$ cat src/rtl/opcodec.sv
// M6502 instruction decoder: one registered stage turning an opcode byte into
// operation, addressing mode, access type and index register.
package M6502Defs;

    typedef enum logic [5:0] {
        ADC, AND, ASL, BCC, BCS, BEQ, BIT, BMI,
        BNE, BPL, BRK, BVC, BVS, CLC, CLD, CLI,
        CLV, CMP, CPX, CPY, DEC, DEX, DEY, EOR,
        INC, INX, INY, JMP, JSR, LDA, LDX, LDY,
        LSR, NOP, ORA, PHA, PHP, PLA, PLP, ROL,
        ROR, RTI, RTS, SBC, SEC, SED, SEI, STA,
        STX, STY, TAX, TAY, TSX, TXA, TXS, TYA
    } Operation;

    typedef enum logic [3:0] {
        Implied,
        Immediate,
        ZeroPage,
        ZeroPageIndexed,
        Absolute,
        AbsoluteIndexed,
        AbsoluteIndirect,
        IndexedIndirect,
        IndirectIndexed,
        Relative
    } AddressingMode;

    typedef enum logic [1:0] {
        Access_Read,
        Access_Write,
        Access_ReadWrite
    } AccessType;

    typedef enum logic [1:0] {
        Index_None,
        Index_X,
        Index_Y
    } Index;

    typedef struct packed {
        Operation      op;
        AddressingMode mode;
        AccessType     acc;
        Index          idx;
    } Decode_t;

    localparam Decode_t DECODE_NOP = '{op: NOP, mode: Implied, acc: Access_Read, idx: Index_None};

endpackage

module opcodec
    import M6502Defs::*;
(
    input  logic          i_clk,
    input  logic          i_reset_n,
    input  logic [7:0]    i_opcode,
    output Operation      o_operation,
    output AddressingMode o_addressingMode,
    output AccessType     o_accessType,
    output Index          o_index
);

    logic [2:0] w_aaa;
    logic [2:0] w_bbb;
    logic [1:0] w_cc;
    Decode_t    w_decode;
    Decode_t    r_decode;

    assign w_aaa = i_opcode[7:5];
    assign w_bbb = i_opcode[4:2];
    assign w_cc  = i_opcode[1:0];

    function automatic Decode_t makeDecode(input Operation op, input AddressingMode mode,
                                           input AccessType acc, input Index idx);
        Decode_t d;
        d.op   = op;
        d.mode = mode;
        d.acc  = acc;
        d.idx  = idx;
        return d;
    endfunction

    function automatic Operation aluOp(input logic [2:0] aaa);
        Operation op;
        case (aaa)
            3'd0:    op = ORA;
            3'd1:    op = AND;
            3'd2:    op = EOR;
            3'd3:    op = ADC;
            3'd4:    op = STA;
            3'd5:    op = LDA;
            3'd6:    op = CMP;
            default: op = SBC;
        endcase
        return op;
    endfunction

    function automatic Operation rmwOp(input logic [2:0] aaa);
        Operation op;
        case (aaa)
            3'd0:    op = ASL;
            3'd1:    op = ROL;
            3'd2:    op = LSR;
            3'd3:    op = ROR;
            3'd4:    op = STX;
            3'd5:    op = LDX;
            3'd6:    op = DEC;
            default: op = INC;
        endcase
        return op;
    endfunction

    // cc=01 and most of cc=10 decode from the bit fields; cc=00 is too irregular
    // and is looked up by full opcode instead.
    always_comb begin
        w_decode = DECODE_NOP;
        case (w_cc)
            2'b01: begin
                if (i_opcode != 8'h89) begin
                    w_decode.op  = aluOp(w_aaa);
                    w_decode.acc = (w_aaa == 3'd4) ? Access_Write : Access_Read;
                    case (w_bbb)
                        3'b000: begin
                            w_decode.mode = IndexedIndirect;
                            w_decode.idx  = Index_X;
                        end
                        3'b001: w_decode.mode = ZeroPage;
                        3'b010: w_decode.mode = Immediate;
                        3'b011: w_decode.mode = Absolute;
                        3'b100: begin
                            w_decode.mode = IndirectIndexed;
                            w_decode.idx  = Index_Y;
                        end
                        3'b101: begin
                            w_decode.mode = ZeroPageIndexed;
                            w_decode.idx  = Index_X;
                        end
                        3'b110: begin
                            w_decode.mode = AbsoluteIndexed;
                            w_decode.idx  = Index_Y;
                        end
                        default: begin
                            w_decode.mode = AbsoluteIndexed;
                            w_decode.idx  = Index_X;
                        end
                    endcase
                end
            end
            2'b10: begin
                case (w_bbb)
                    3'b000: begin
                        if (w_aaa == 3'd5)
                            w_decode = makeDecode(LDX, Immediate, Access_Read, Index_None);
                    end
                    3'b001, 3'b011, 3'b101, 3'b111: begin
                        // STX has no absolute-indexed form (9E)
                        if (!(w_aaa == 3'd4 && w_bbb == 3'b111)) begin
                            w_decode.op = rmwOp(w_aaa);
                            if (w_bbb[2])
                                w_decode.mode = w_bbb[1] ? AbsoluteIndexed : ZeroPageIndexed;
                            else
                                w_decode.mode = w_bbb[1] ? Absolute : ZeroPage;
                            if (w_bbb[2])
                                w_decode.idx = (w_aaa == 3'd4 || w_aaa == 3'd5) ? Index_Y : Index_X;
                            else
                                w_decode.idx = Index_None;
                            case (w_aaa)
                                3'd4:    w_decode.acc = Access_Write;
                                3'd5:    w_decode.acc = Access_Read;
                                default: w_decode.acc = Access_ReadWrite;
                            endcase
                        end
                    end
                    3'b010: begin
                        case (w_aaa)
                            3'd4:    w_decode.op = TXA;
                            3'd5:    w_decode.op = TAX;
                            3'd6:    w_decode.op = DEX;
                            3'd7:    w_decode.op = NOP;
                            default: w_decode.op = rmwOp(w_aaa);
                        endcase
                    end
                    3'b110: begin
                        if (w_aaa == 3'd4)
                            w_decode.op = TXS;
                        else if (w_aaa == 3'd5)
                            w_decode.op = TSX;
                    end
                    default: ;
                endcase
            end
            2'b00: begin
                case (i_opcode)
                    8'h24: w_decode = makeDecode(BIT, ZeroPage,         Access_Read,  Index_None);
                    8'h2C: w_decode = makeDecode(BIT, Absolute,         Access_Read,  Index_None);
                    8'h4C: w_decode = makeDecode(JMP, Absolute,         Access_Read,  Index_None);
                    8'h6C: w_decode = makeDecode(JMP, AbsoluteIndirect, Access_Read,  Index_None);
                    8'h20: w_decode = makeDecode(JSR, Absolute,         Access_Read,  Index_None);
                    8'h84: w_decode = makeDecode(STY, ZeroPage,         Access_Write, Index_None);
                    8'h94: w_decode = makeDecode(STY, ZeroPageIndexed,  Access_Write, Index_X);
                    8'h8C: w_decode = makeDecode(STY, Absolute,         Access_Write, Index_None);
                    8'hA0: w_decode = makeDecode(LDY, Immediate,        Access_Read,  Index_None);
                    8'hA4: w_decode = makeDecode(LDY, ZeroPage,         Access_Read,  Index_None);
                    8'hB4: w_decode = makeDecode(LDY, ZeroPageIndexed,  Access_Read,  Index_X);
                    8'hAC: w_decode = makeDecode(LDY, Absolute,         Access_Read,  Index_None);
                    8'hBC: w_decode = makeDecode(LDY, AbsoluteIndexed,  Access_Read,  Index_X);
                    8'hC0: w_decode = makeDecode(CPY, Immediate,        Access_Read,  Index_None);
                    8'hC4: w_decode = makeDecode(CPY, ZeroPage,         Access_Read,  Index_None);
                    8'hCC: w_decode = makeDecode(CPY, Absolute,         Access_Read,  Index_None);
                    8'hE0: w_decode = makeDecode(CPX, Immediate,        Access_Read,  Index_None);
                    8'hE4: w_decode = makeDecode(CPX, ZeroPage,         Access_Read,  Index_None);
                    8'hEC: w_decode = makeDecode(CPX, Absolute,         Access_Read,  Index_None);
                    8'h10: w_decode = makeDecode(BPL, Relative,         Access_Read,  Index_None);
                    8'h30: w_decode = makeDecode(BMI, Relative,         Access_Read,  Index_None);
                    8'h50: w_decode = makeDecode(BVC, Relative,         Access_Read,  Index_None);
                    8'h70: w_decode = makeDecode(BVS, Relative,         Access_Read,  Index_None);
                    8'h90: w_decode = makeDecode(BCC, Relative,         Access_Read,  Index_None);
                    8'hB0: w_decode = makeDecode(BCS, Relative,         Access_Read,  Index_None);
                    8'hD0: w_decode = makeDecode(BNE, Relative,         Access_Read,  Index_None);
                    8'hF0: w_decode = makeDecode(BEQ, Relative,         Access_Read,  Index_None);
                    8'h00: w_decode.op = BRK;
                    8'h40: w_decode.op = RTI;
                    8'h60: w_decode.op = RTS;
                    8'h08: w_decode = makeDecode(PHP, Implied,          Access_Write, Index_None);
                    8'h28: w_decode.op = PLP;
                    8'h48: w_decode = makeDecode(PHA, Implied,          Access_Write, Index_None);
                    8'h68: w_decode.op = PLA;
                    8'h88: w_decode.op = DEY;
                    8'hA8: w_decode.op = TAY;
                    8'hC8: w_decode.op = INY;
                    8'hE8: w_decode.op = INX;
                    8'h18: w_decode.op = CLC;
                    8'h38: w_decode.op = SEC;
                    8'h58: w_decode.op = CLI;
                    8'h78: w_decode.op = SEI;
                    8'h98: w_decode.op = TYA;
                    8'hB8: w_decode.op = CLV;
                    8'hD8: w_decode.op = CLD;
                    8'hF8: w_decode.op = SED;
                    default: ;
                endcase
            end
            default: ;
        endcase
    end

    always_ff @(posedge i_clk or negedge i_reset_n) begin
        if (!i_reset_n)
            r_decode <= DECODE_NOP;
        else
            r_decode <= w_decode;
    end

    assign o_operation      = r_decode.op;
    assign o_addressingMode = r_decode.mode;
    assign o_accessType     = r_decode.acc;
    assign o_index          = r_decode.idx;

endmodule

$ cat config.mk
export PLATFORM = sky130hd
export DESIGN_NAME = opcodec
export DESIGN_NICKNAME = d
export VERILOG_FILES = /design/src/rtl/opcodec.sv
export SDC_FILE = /design/constraint.sdc
export NUM_CORES = 1
export LEC_CHECK = 0
export BUFFER_PORTS_ARGS = -buffer_cell sky130_fd_sc_hd__buf_2
export CAP_MARGIN = 20
export CORE_UTILIZATION = 35
export DETAILED_ROUTE_END_ITERATION = 6
export HOLD_SLACK_MARGIN = 0.05
export PLACE_DENSITY = 0.64
export SLEW_MARGIN = 20
export SYNTH_ARGS = -nofsm -noshare
export SYNTH_HDL_FRONTEND = slang
export SYNTH_SLANG_ARGS = --single-unit
$ cat constraint.sdc
create_clock -name i_clk -period 0.8 [get_ports i_clk]
set_input_delay 0.16 -clock i_clk [delete_from_list [all_inputs] [get_ports i_clk]]
set_output_delay 0.16 -clock i_clk [all_outputs]
set_load 0.02 [all_outputs]
# == Word level (Yosys, flattened, before mapping) ==
# Cells that the tools add are included.
# word_totals
word_cells,109
output_inout_bits,14
reg_bits,14
input_bits,10
# classes
n_eq_ne,62
n_mux,23
reduce_logical,20
# ops
op,n
$eq A8 B8 Y1 const B,26
$pmux W6 S34,1
$pmux W8 S11,1
$pmux W6 S7,2
$eq A8 B7 Y1 const B,10
$pmux W6 S4,3
$eq A8 B6 Y1 const B,6
$mux W14,3
$pmux W14 S3,1
$eq A3 B3 Y1 const B,8
$pmux W4 S6,1
$eq A8 B5 Y1 const B,2
$pmux W8 S2,1
$reduce_or A3 Y1,5
$eq A3 B2 Y1 const B,4
$mux W5,2
$mux W3,3
$eq A8 B4 Y1 const B,1
$logic_not A8 Y1,1
$ne A8 B8 Y1 const B,1
$pmux W2 S2,2
$reduce_or A2 Y1,4
$reduce_or A4 Y1,2
$reduce_or A8 Y1,1
11 further kinds,14

# == Depth between registers and ports, before layout ==
# Gate-level depths: netlist of run 1.
# depth
word_depth,7
mapped_depth,8
mapped_depth_nobuf,5

# == Worst setup path after synthesis of run 1 ==
# Ideal clock, no wire load.
# synth_timing
path_type,input port to flip-flop
start,input i_opcode[6]
end,"register r_decode, in the netlist o_operation[2]"
cell_stages,6
setup_time_ns,0.134
t_required_ns,0.666
path_slack_ns,-0.686
t_arrival_ns,1.352
cell_sequence,buf_2 > nor3b_4 > a31oi_1 > a211o_1 > a222oi_1 > o21ai_1
# synth_rtl
item,line_no,rtl
from (decl),56,"input logic [7:0] i_opcode,"
to (signal assigned),251,r_decode <= w_decode;
to (decl),67,Decode_t r_decode;

==> run summary, run 1 <==
### Critical path
• in2reg — type of the worst setup path
• 1490 ps — CP arrival
• sky130_fd_sc_hd__a222oi_1 — standard cell with the maximum stage delay on the critical path
• 1 — combined buffer and inverter count along the critical path
• 890 ps — required time of the critical path
• 6 — Stages on worst setup path
• 5 — CP Max Fanout
• 410 ps — max incr delay on CP
• input port — nature of the critical path startpoint
• i_opcode[5] — launching instance or port of the critical path
• flop — critical path endpoint category
• buf_12 > nor3b_4 > a31oi_2 > a211o_1 > a222oi_1 > o21ai_1 — list of cells traversed by the critical path
• o_operation[2] — capturing element of the worst setup path
• compound AO/OA/AOI/OAI gates — cell family with the largest share of critical-path delay

### Timing
• 1400 ps — shortest clock period the worst path allows after layout
• yes — setup repair after global routing missed its margin
• 547 ps — transition time of the tightest slew-check pin
• 0 — hold violation count in the final report
• -600 ps — fin worst setup slack
• -5570 ps — setup total negative slack
• 27 — final setup violation count
• 714 MHz — Fmax achieved
• 175% — ratio of final minimum period to clock period
• 0 — number of slew-limit violations in the final report
• 63.0% — slew margin rel.

### Placed design
• 397 — Inst Count DP
• 5120 um — DP HPWL
• 0.00258 mm2 — total placed instance area
• 0.952 — last weighted congestion value of the routability-driven placer
• 23 — PortBufs

### Die
• 25 — Row Count
• 24 — number of I/O pins
• 0.00482 mm2 — placeable core region
• 73.4 um — horizontal die dimension
• 73.4 um — die extent in y
• 0.00539 mm2 — die footprint
• 37.1% — Starting Density

### Synth
• 249 — cell count after synthesis
• sky130_fd_sc_hd__dfrtp_1 — dominant synthesized flop cell
• 259 — post-synthesis net count
• 16.8% — area fraction of the dominant cell type after synthesis
• 0.00179 mm2 — mapped cell area
• 0 — number of enable flip-flop cells after synthesis
• 66 — number of unique standard cell types used by synthesis
• 14 — number of synthesized register bits
• sky130_fd_sc_hd__dfrtp_1 — post-synth top area cell
• 7.17 um2 — post-synthesis area per instance
• 0 — yosys warns
• 19.8% — sequential element share of the synthesized area
• sky130_fd_sc_hd__dfrtp_1, sky130_fd_sc_hd__a21oi_1, sky130_fd_sc_hd__o21ai_0, sky130_fd_sc_hd__nor2_1, sky130_fd_sc_hd__buf_2 — top cells by area in the synthesized netlist
• 100% — share of flip-flops with an asynchronous set or reset

### Clock network
• 2 — Max clock buf depth
• 3 — number of clock buffers inserted by TritonCTS
• done — clock tree from TritonCTS
• 1 — H-tree depth
• 50 ps — clock-pin slew of the registers on the worst-case setup and hold paths
• sky130_fd_sc_hd__clkbuf_8 — clock root buffer
• 14 — clock net sink count

### Min path
• in2reg — path class of the lowest-slack min-delay path
• i_opcode[1] — worst hold start

### Route
• 8480 um — total length of routed wires
• 0 — Remaining DRCs
• 0 — antenna-violating nets left
• 2617 — total via count in the routed design
• 6.19 — number of vias per cell after detailed routing
• 7 — number of detailed-routing iterations run before antenna repair
• 20.0 um — routed length per placed instance
• 278 — violation count after the first detailed-routing iteration

### Outcome
• setup timing — violated checks
• finished with violations — result of the run

### GRT
• 20 — pin count of the biggest net entering global routing
• 29.7% — aggregate global-route resource usage
• 0 — overall overflow remaining after global route
• 0 — initial antenna violation count
• 12300 um — first-pass GRT wire length
• 2479 — number of global-route vias before repair

### Finish
• 0.00353 mm2 — finished layout cell area
• 423 — Finished Layout Cells
• 73.2% — Core Util, Final
• 57.3% — proportion of layout cells with a drive suffix above 1
• 97.5% — Area Overhead vs Synth
• 358 — count of filler cells inserted in the layout
• 0 — diode insertion count for antenna repair
• 367 — number of nets in the layout

### Pwr
• 0.000602 V — Peak supply drop
• 901 mW/mm2 — power per cell area
• 1.50 nW — Static Leak

### Job
• 0 — Maximum Capacitance Violations

[synthesized netlist by cell type (2+ instances only)]
cell                        count
sky130_fd_sc_hd__a21bo_2        2
sky130_fd_sc_hd__buf_6          2
sky130_fd_sc_hd__nor3b_1        3
sky130_fd_sc_hd__a31oi_1        8
sky130_fd_sc_hd__dfrtp_1       12
sky130_fd_sc_hd__o2bb2ai_1      2
sky130_fd_sc_hd__o21bai_1       2
sky130_fd_sc_hd__o22a_1         2
sky130_fd_sc_hd__a32oi_1        2
sky130_fd_sc_hd__inv_1          4
sky130_fd_sc_hd__clkbuf_1       9
sky130_fd_sc_hd__a32o_1         2
sky130_fd_sc_hd__nor2_1        22
sky130_fd_sc_hd__o311ai_0       2
sky130_fd_sc_hd__o211ai_1       5
sky130_fd_sc_hd__dfstp_2        2
sky130_fd_sc_hd__nor3b_2        2
sky130_fd_sc_hd__nand2_1       19
sky130_fd_sc_hd__o22ai_1        4
sky130_fd_sc_hd__o21ai_0       19
sky130_fd_sc_hd__and4_1         2
sky130_fd_sc_hd__a211oi_1       2
sky130_fd_sc_hd__nor3_1         6
sky130_fd_sc_hd__o31ai_1        2
sky130_fd_sc_hd__o2111ai_1      3
sky130_fd_sc_hd__nand2b_1       9
sky130_fd_sc_hd__o21a_1         3
sky130_fd_sc_hd__and3_1         3
sky130_fd_sc_hd__nor2b_1        8
sky130_fd_sc_hd__nand4_1        4
sky130_fd_sc_hd__a22oi_1        2
sky130_fd_sc_hd__nor4_1         3
sky130_fd_sc_hd__or3_1          2
sky130_fd_sc_hd__buf_2         15
sky130_fd_sc_hd__nand3_1        7
sky130_fd_sc_hd__a21oi_1       20
sky130_fd_sc_hd__nand3b_1       2
sky130_fd_sc_hd__a21boi_0       3
[cell type report]
class                   instances  area (um2)  share of cell area (%)
well taps                      67        83.8                    2.38
flip-flops and latches         14         353                    10.0
multi-input cells             201        1640                    46.5
inverters                       5        18.8                   0.532
repair buffers                132        1390                    39.3
clock buffers                   4        45.0                    1.28
[report_power, final]
group          switching (mW)  internal [mW]  leakage (nW)
clock network           0.211          0.350        0.0228
logic                   0.882          0.936          1.30
registers              0.0263          0.771         0.178
[sequential cells by signal (all words and copies together) (netlist names)]
signal and count:
o_operation 6, o_addressingMode 4, o_accessType 2, o_index 2
[layer usage]
metal	track usage [%]	part of all wire, %
met1	35.4	38
met2	52.5	50
met3	4.12	7.1
met4	13.7	4.4
met5	0	0
[cells in the final DEF (no fill, tap or decap), types with 3 or more instances in the layout]
| master | count |
|---|---|
| sky130_fd_sc_hd__o21ai_1 | 9 |
| sky130_fd_sc_hd__nand2b_4 | 5 |
| sky130_fd_sc_hd__nand3_1 | 7 |
| sky130_fd_sc_hd__nor2_4 | 4 |
| sky130_fd_sc_hd__nand2b_1 | 4 |
| sky130_fd_sc_hd__buf_12 | 9 |
| sky130_fd_sc_hd__nor3_2 | 3 |
| sky130_fd_sc_hd__a31oi_2 | 4 |
| sky130_fd_sc_hd__buf_16 | 4 |
| sky130_fd_sc_hd__dfrtp_1 | 12 |
| sky130_fd_sc_hd__o21a_1 | 3 |
| sky130_fd_sc_hd__nand2_4 | 3 |
| sky130_fd_sc_hd__o21ai_2 | 3 |
| sky130_fd_sc_hd__o21ai_0 | 7 |
| sky130_fd_sc_hd__nor3b_4 | 3 |
| sky130_fd_sc_hd__nand4_1 | 4 |
| sky130_fd_sc_hd__nor2_1 | 18 |
| sky130_fd_sc_hd__clkbuf_8 | 3 |
| sky130_fd_sc_hd__nor2b_1 | 3 |
| sky130_fd_sc_hd__buf_4 | 70 |
| sky130_fd_sc_hd__buf_6 | 40 |
| sky130_fd_sc_hd__nor4_4 | 3 |
| sky130_fd_sc_hd__a21oi_1 | 16 |
| sky130_fd_sc_hd__nand2_2 | 3 |
| sky130_fd_sc_hd__nor2b_4 | 3 |
| sky130_fd_sc_hd__a31oi_1 | 3 |
| sky130_fd_sc_hd__buf_8 | 7 |
| sky130_fd_sc_hd__o211ai_1 | 5 |
| sky130_fd_sc_hd__nand2_1 | 13 |
[worst min-delay path by stage]
stage / depth (start not counted) / slack, ps / end
2_1_floorplan: 0 / -140 / o_accessType[0]
3_3_place_gp: 1 / 50 / o_addressingMode[3]
3_5_place_dp: 1 / 60 / o_operation[2]
4_1_cts: 3 / 190 / o_addressingMode[3]
5_1_grt: 3 / 220 / o_addressingMode[3]
6_report: 3 / 220 / o_addressingMode[3]
[cells by family after synthesis]
logic type      after synthesis  share of synthesized area (%)
buf+inv                      34                           9.32
flops                        14                           19.8
xor+xnor                      2                          0.981
compound gates               96                           36.2
simple gates                102                           33.1
mux                           1                          0.561
[per-stage QoR]
step                hold slack, ps  worst slack [ps]  power, mW
floorplan                     -136              -619       1.54
global route                   219              -632       3.30
global placement              51.6              -817       2.01
detailed placement            55.0              -888       2.02
CTS                            190              -466       2.96
finish                         216              -600       3.18
[timing repair]
action                                  CTS  global route
gates resized for setup                 121            55
hold buffers                              1             0
endpoints found under the setup margin   28            27
pin swaps                                39            40
setup buffers                            12             9
hold endpoints to repair                 12             0
gates cloned                              4             0
No activity file was read; power rests on OpenSTA's default activity.
==> run 2: changes to the inputs <==
PLACE_DENSITY = 0.58   (was 0.64)
==> run 2 against run 1 <==
The flow still finishes with violations (setup timing). Routed wire length decreased by 8.1%. Via count shrank 1.3%. First-iteration DRC count is 19% lower. Sequential share of layout area rose by 0.40 points. Sequential power about the same. Critical endpoint is now o_operation[0]. Cell area fell by 3.9%. Global-route usage decreased by 0.35 points. Core utilization fell by 2.8 points. Combinational power is 7% lower. Largest cell class unchanged. Non-clock buffer count stayed put.
==> run summary, run 2 (synthesis gave the netlist of run 1 again) <==
### Pwr
• 21.6% — clock share of power, +3.9 points
• 2.08 mW — internal power, +1.1%
• 34.8% — switching power share of the total, -0.47 points
• 1.11 mW — Switch Pwr, -0.99%
• 0.000573 V — Peak supply drop, -4.8%
• 25.0% — Reg power frac, about the same
• 941 mW/mm2 — power per cell area, +4.4%
• 3.19 mW — total chip power, +0.36%
• 1.45 nW — Static Leak, -3.4%
• 53.4% — combinational power share, -3.8 points

### Job
• 0 — Maximum Capacitance Violations, unchanged

### Die
• 24 — number of I/O pins, unchanged
• 25 — Row Count, unchanged
• 73.4 um — die extent in y, unchanged
• 0.00539 mm2 — die footprint, unchanged
• 73.4 um — horizontal die dimension, unchanged
• 0.00482 mm2 — placeable core region, unchanged
• 37.1% — Starting Density, unchanged

### Critical path
• in2reg — type of the worst setup path
• 560 ps — max incr delay on CP, +150 ps
• 1470 ps — CP arrival, -20 ps
• input port — nature of the critical path startpoint
• 940 ps — required time of the critical path, +50 ps
• flop — critical path endpoint category
• sky130_fd_sc_hd__a31oi_2 — Critical Path Most Common Cell
• sky130_fd_sc_hd__or4b_4 — standard cell with the maximum stage delay on the critical path
• buf_12 > or4b_4 > nor4_4 > a31oi_2 > a31oi_2 > a31oi_1 — list of cells traversed by the critical path
• 6 — CP Max Fanout, +1

### Clock network
• 3 — number of clock buffers inserted by TritonCTS, unchanged
• 60 ps — clock-pin slew of the registers on the worst-case setup and hold paths, about the same
• 2 — Max clock buf depth, unchanged
• sky130_fd_sc_hd__clkbuf_8 — clock root buffer
• done — clock tree from TritonCTS
• 1 — H-tree depth, unchanged
• 14 — clock net sink count, unchanged

### Min path
• in2async — path class of the lowest-slack min-delay path

### GRT
• 2425 — number of global-route vias before repair, -2.2%
• 12100 um — first-pass GRT wire length, -1.6%
• 23 — pin count of the biggest net entering global routing, +15%
• 29.3% — aggregate global-route resource usage, -0.35 points
• 0 — overall overflow remaining after global route, unchanged
• 0 — initial antenna violation count, unchanged

### Finish
• 89.8% — Area Overhead vs Synth
• 367 — number of nets in the layout, unchanged
• 55.1% — proportion of layout cells with a drive suffix above 1, -2.2 points
• 379 — count of filler cells inserted in the layout, +5.9%
• 423 — Finished Layout Cells, unchanged
• 0 — diode insertion count for antenna repair, unchanged
• sky130_fd_sc_hd__buf_4 — most frequent standard cell in the layout excluding fill and tap cells
• sky130_fd_sc_hd__buf_4, sky130_fd_sc_hd__buf_6, sky130_fd_sc_hd__nor2_1, sky130_fd_sc_hd__nand2_1 — most frequent cells in the layout
• 6 — max FFs per register, unchanged

### Route
• 0 — Remaining DRCs, unchanged
• 7790 um — total length of routed wires, -8.1%
• 2584 — total via count in the routed design, -1.3%
• 6.11 — number of vias per cell after detailed routing, -1.3%
• 5 — number of detailed-routing iterations run before antenna repair, -2
• 18.4 um — routed length per placed instance, -8.1%
• 0 — antenna-violating nets left, unchanged
• 224 — violation count after the first detailed-routing iteration, -19%

### Timing
• -5900 ps — setup total negative slack, -322 ps
• 0 — number of slew-limit violations in the final report, unchanged
• 166% — ratio of final minimum period to clock period, -9.3 points
• 754 MHz — Fmax achieved, +5.6%
• 27 — final setup violation count, unchanged
• yes — setup repair after global routing missed its margin
• -526 ps — fin worst setup slack, +74.2 ps
• 69.7% — slew margin rel., +6.7 points
• 1330 ps — shortest clock period the worst path allows after layout, -74.2 ps
• 453 ps — transition time of the tightest slew-check pin, -94.1 ps
• 0 — hold violation count in the final report, unchanged

### Placed design
• 23 — PortBufs, unchanged
• -872 ps — Setup Slack @ Placement, +16.1 ps
• 0.910 — last weighted congestion value of the routability-driven placer, -4.4%
• 392 — Inst Count DP, -1.3%
• 5140 um — DP HPWL, +0.33%

### Outcome
• finished with violations — result of the run
• setup timing — violated checks

## run 2: changes by cell type in the layout (fill, tap and decap cells not counted), sizes merged
cell / delta
clkbuf: +1
buf: -1
## run 2: final cells by class
| class | count | area, um2 | share of cell area [%] |
|---|---|---|---|
| clock buffer | 4 | 55.1 | 1.62 |
| multi-input combinational | 201 | 1560 | 46.1 |
| tap | 67 | 83.8 | 2.47 |
| inverter | 5 | 18.8 | 0.554 |
| sequential | 14 | 353 | 10.4 |
| timing repair buffer | 132 | 1320 | 38.9 |
## run 2: path summary, 6_finish.rpt
kind                       slack [ps]  cells after the start                  end         from
min in group i_clk                340                      3  o_addressingMode[2]  i_opcode[0]
hold / removal                    340                      2       o_operation[2]    i_reset_n
max in group asynchronous         170                      2       o_operation[5]    i_reset_n
setup / recovery                 -530                      6       o_operation[0]  i_opcode[1]
## run 2: critical path: cells and delay by family
family	cells	cell delay, ps
AOI/OAI and AO/OA	3	460
and+or+nand+nor	2	740
buffers and inverters	1	110
## run 2: through the flow
step	utilization (%)	instance area, um2	hold WS (ps)
3_3_place_gp	52.4	2530	67.3
6_report	70.4	3390	337
2_1_floorplan	-	1980	-136
3_5_place_dp	52.4	2530	70.0
4_1_cts	65.1	3130	327
5_1_grt	70.4	3390	346
## run 2: repair_timing
item,CTS,global route
gates resized for setup,112,31
endpoints found under the setup margin,28,27
buffers inserted,13,12
hold buffers,1,0
endpoints found under the hold margin,12,0
pin swaps,25,30
cloned,0,1
## run 2: layer usage
| layer | vias to the layer above | GRT usage [%] | part of all wire (%) |
|---|---|---|---|
| li1 | 1154 | - | - |
| met1 | 1235 | 37.6 | 41 |
| met2 | 163 | 50.0 | 48 |
| met3 | 32 | 2.74 | 7.2 |
| met4 | 0 | 12.6 | 4.4 |
| met5 | - | 0 | 0 |
## run 2: power by group through the flow
| stage | Sequential (mW) | Clock [mW] | Combinational (mW) |
|---|---|---|---|
| global route | 0.802 | 0.717 | 1.79 |
| CTS | 0.795 | 0.685 | 1.51 |
| floorplan | 0.870 | 0 | 0.674 |
| detailed placement | 0.792 | 0 | 1.19 |
| finish | 0.796 | 0.689 | 1.70 |
| global placement | 0.793 | 0 | 1.19 |
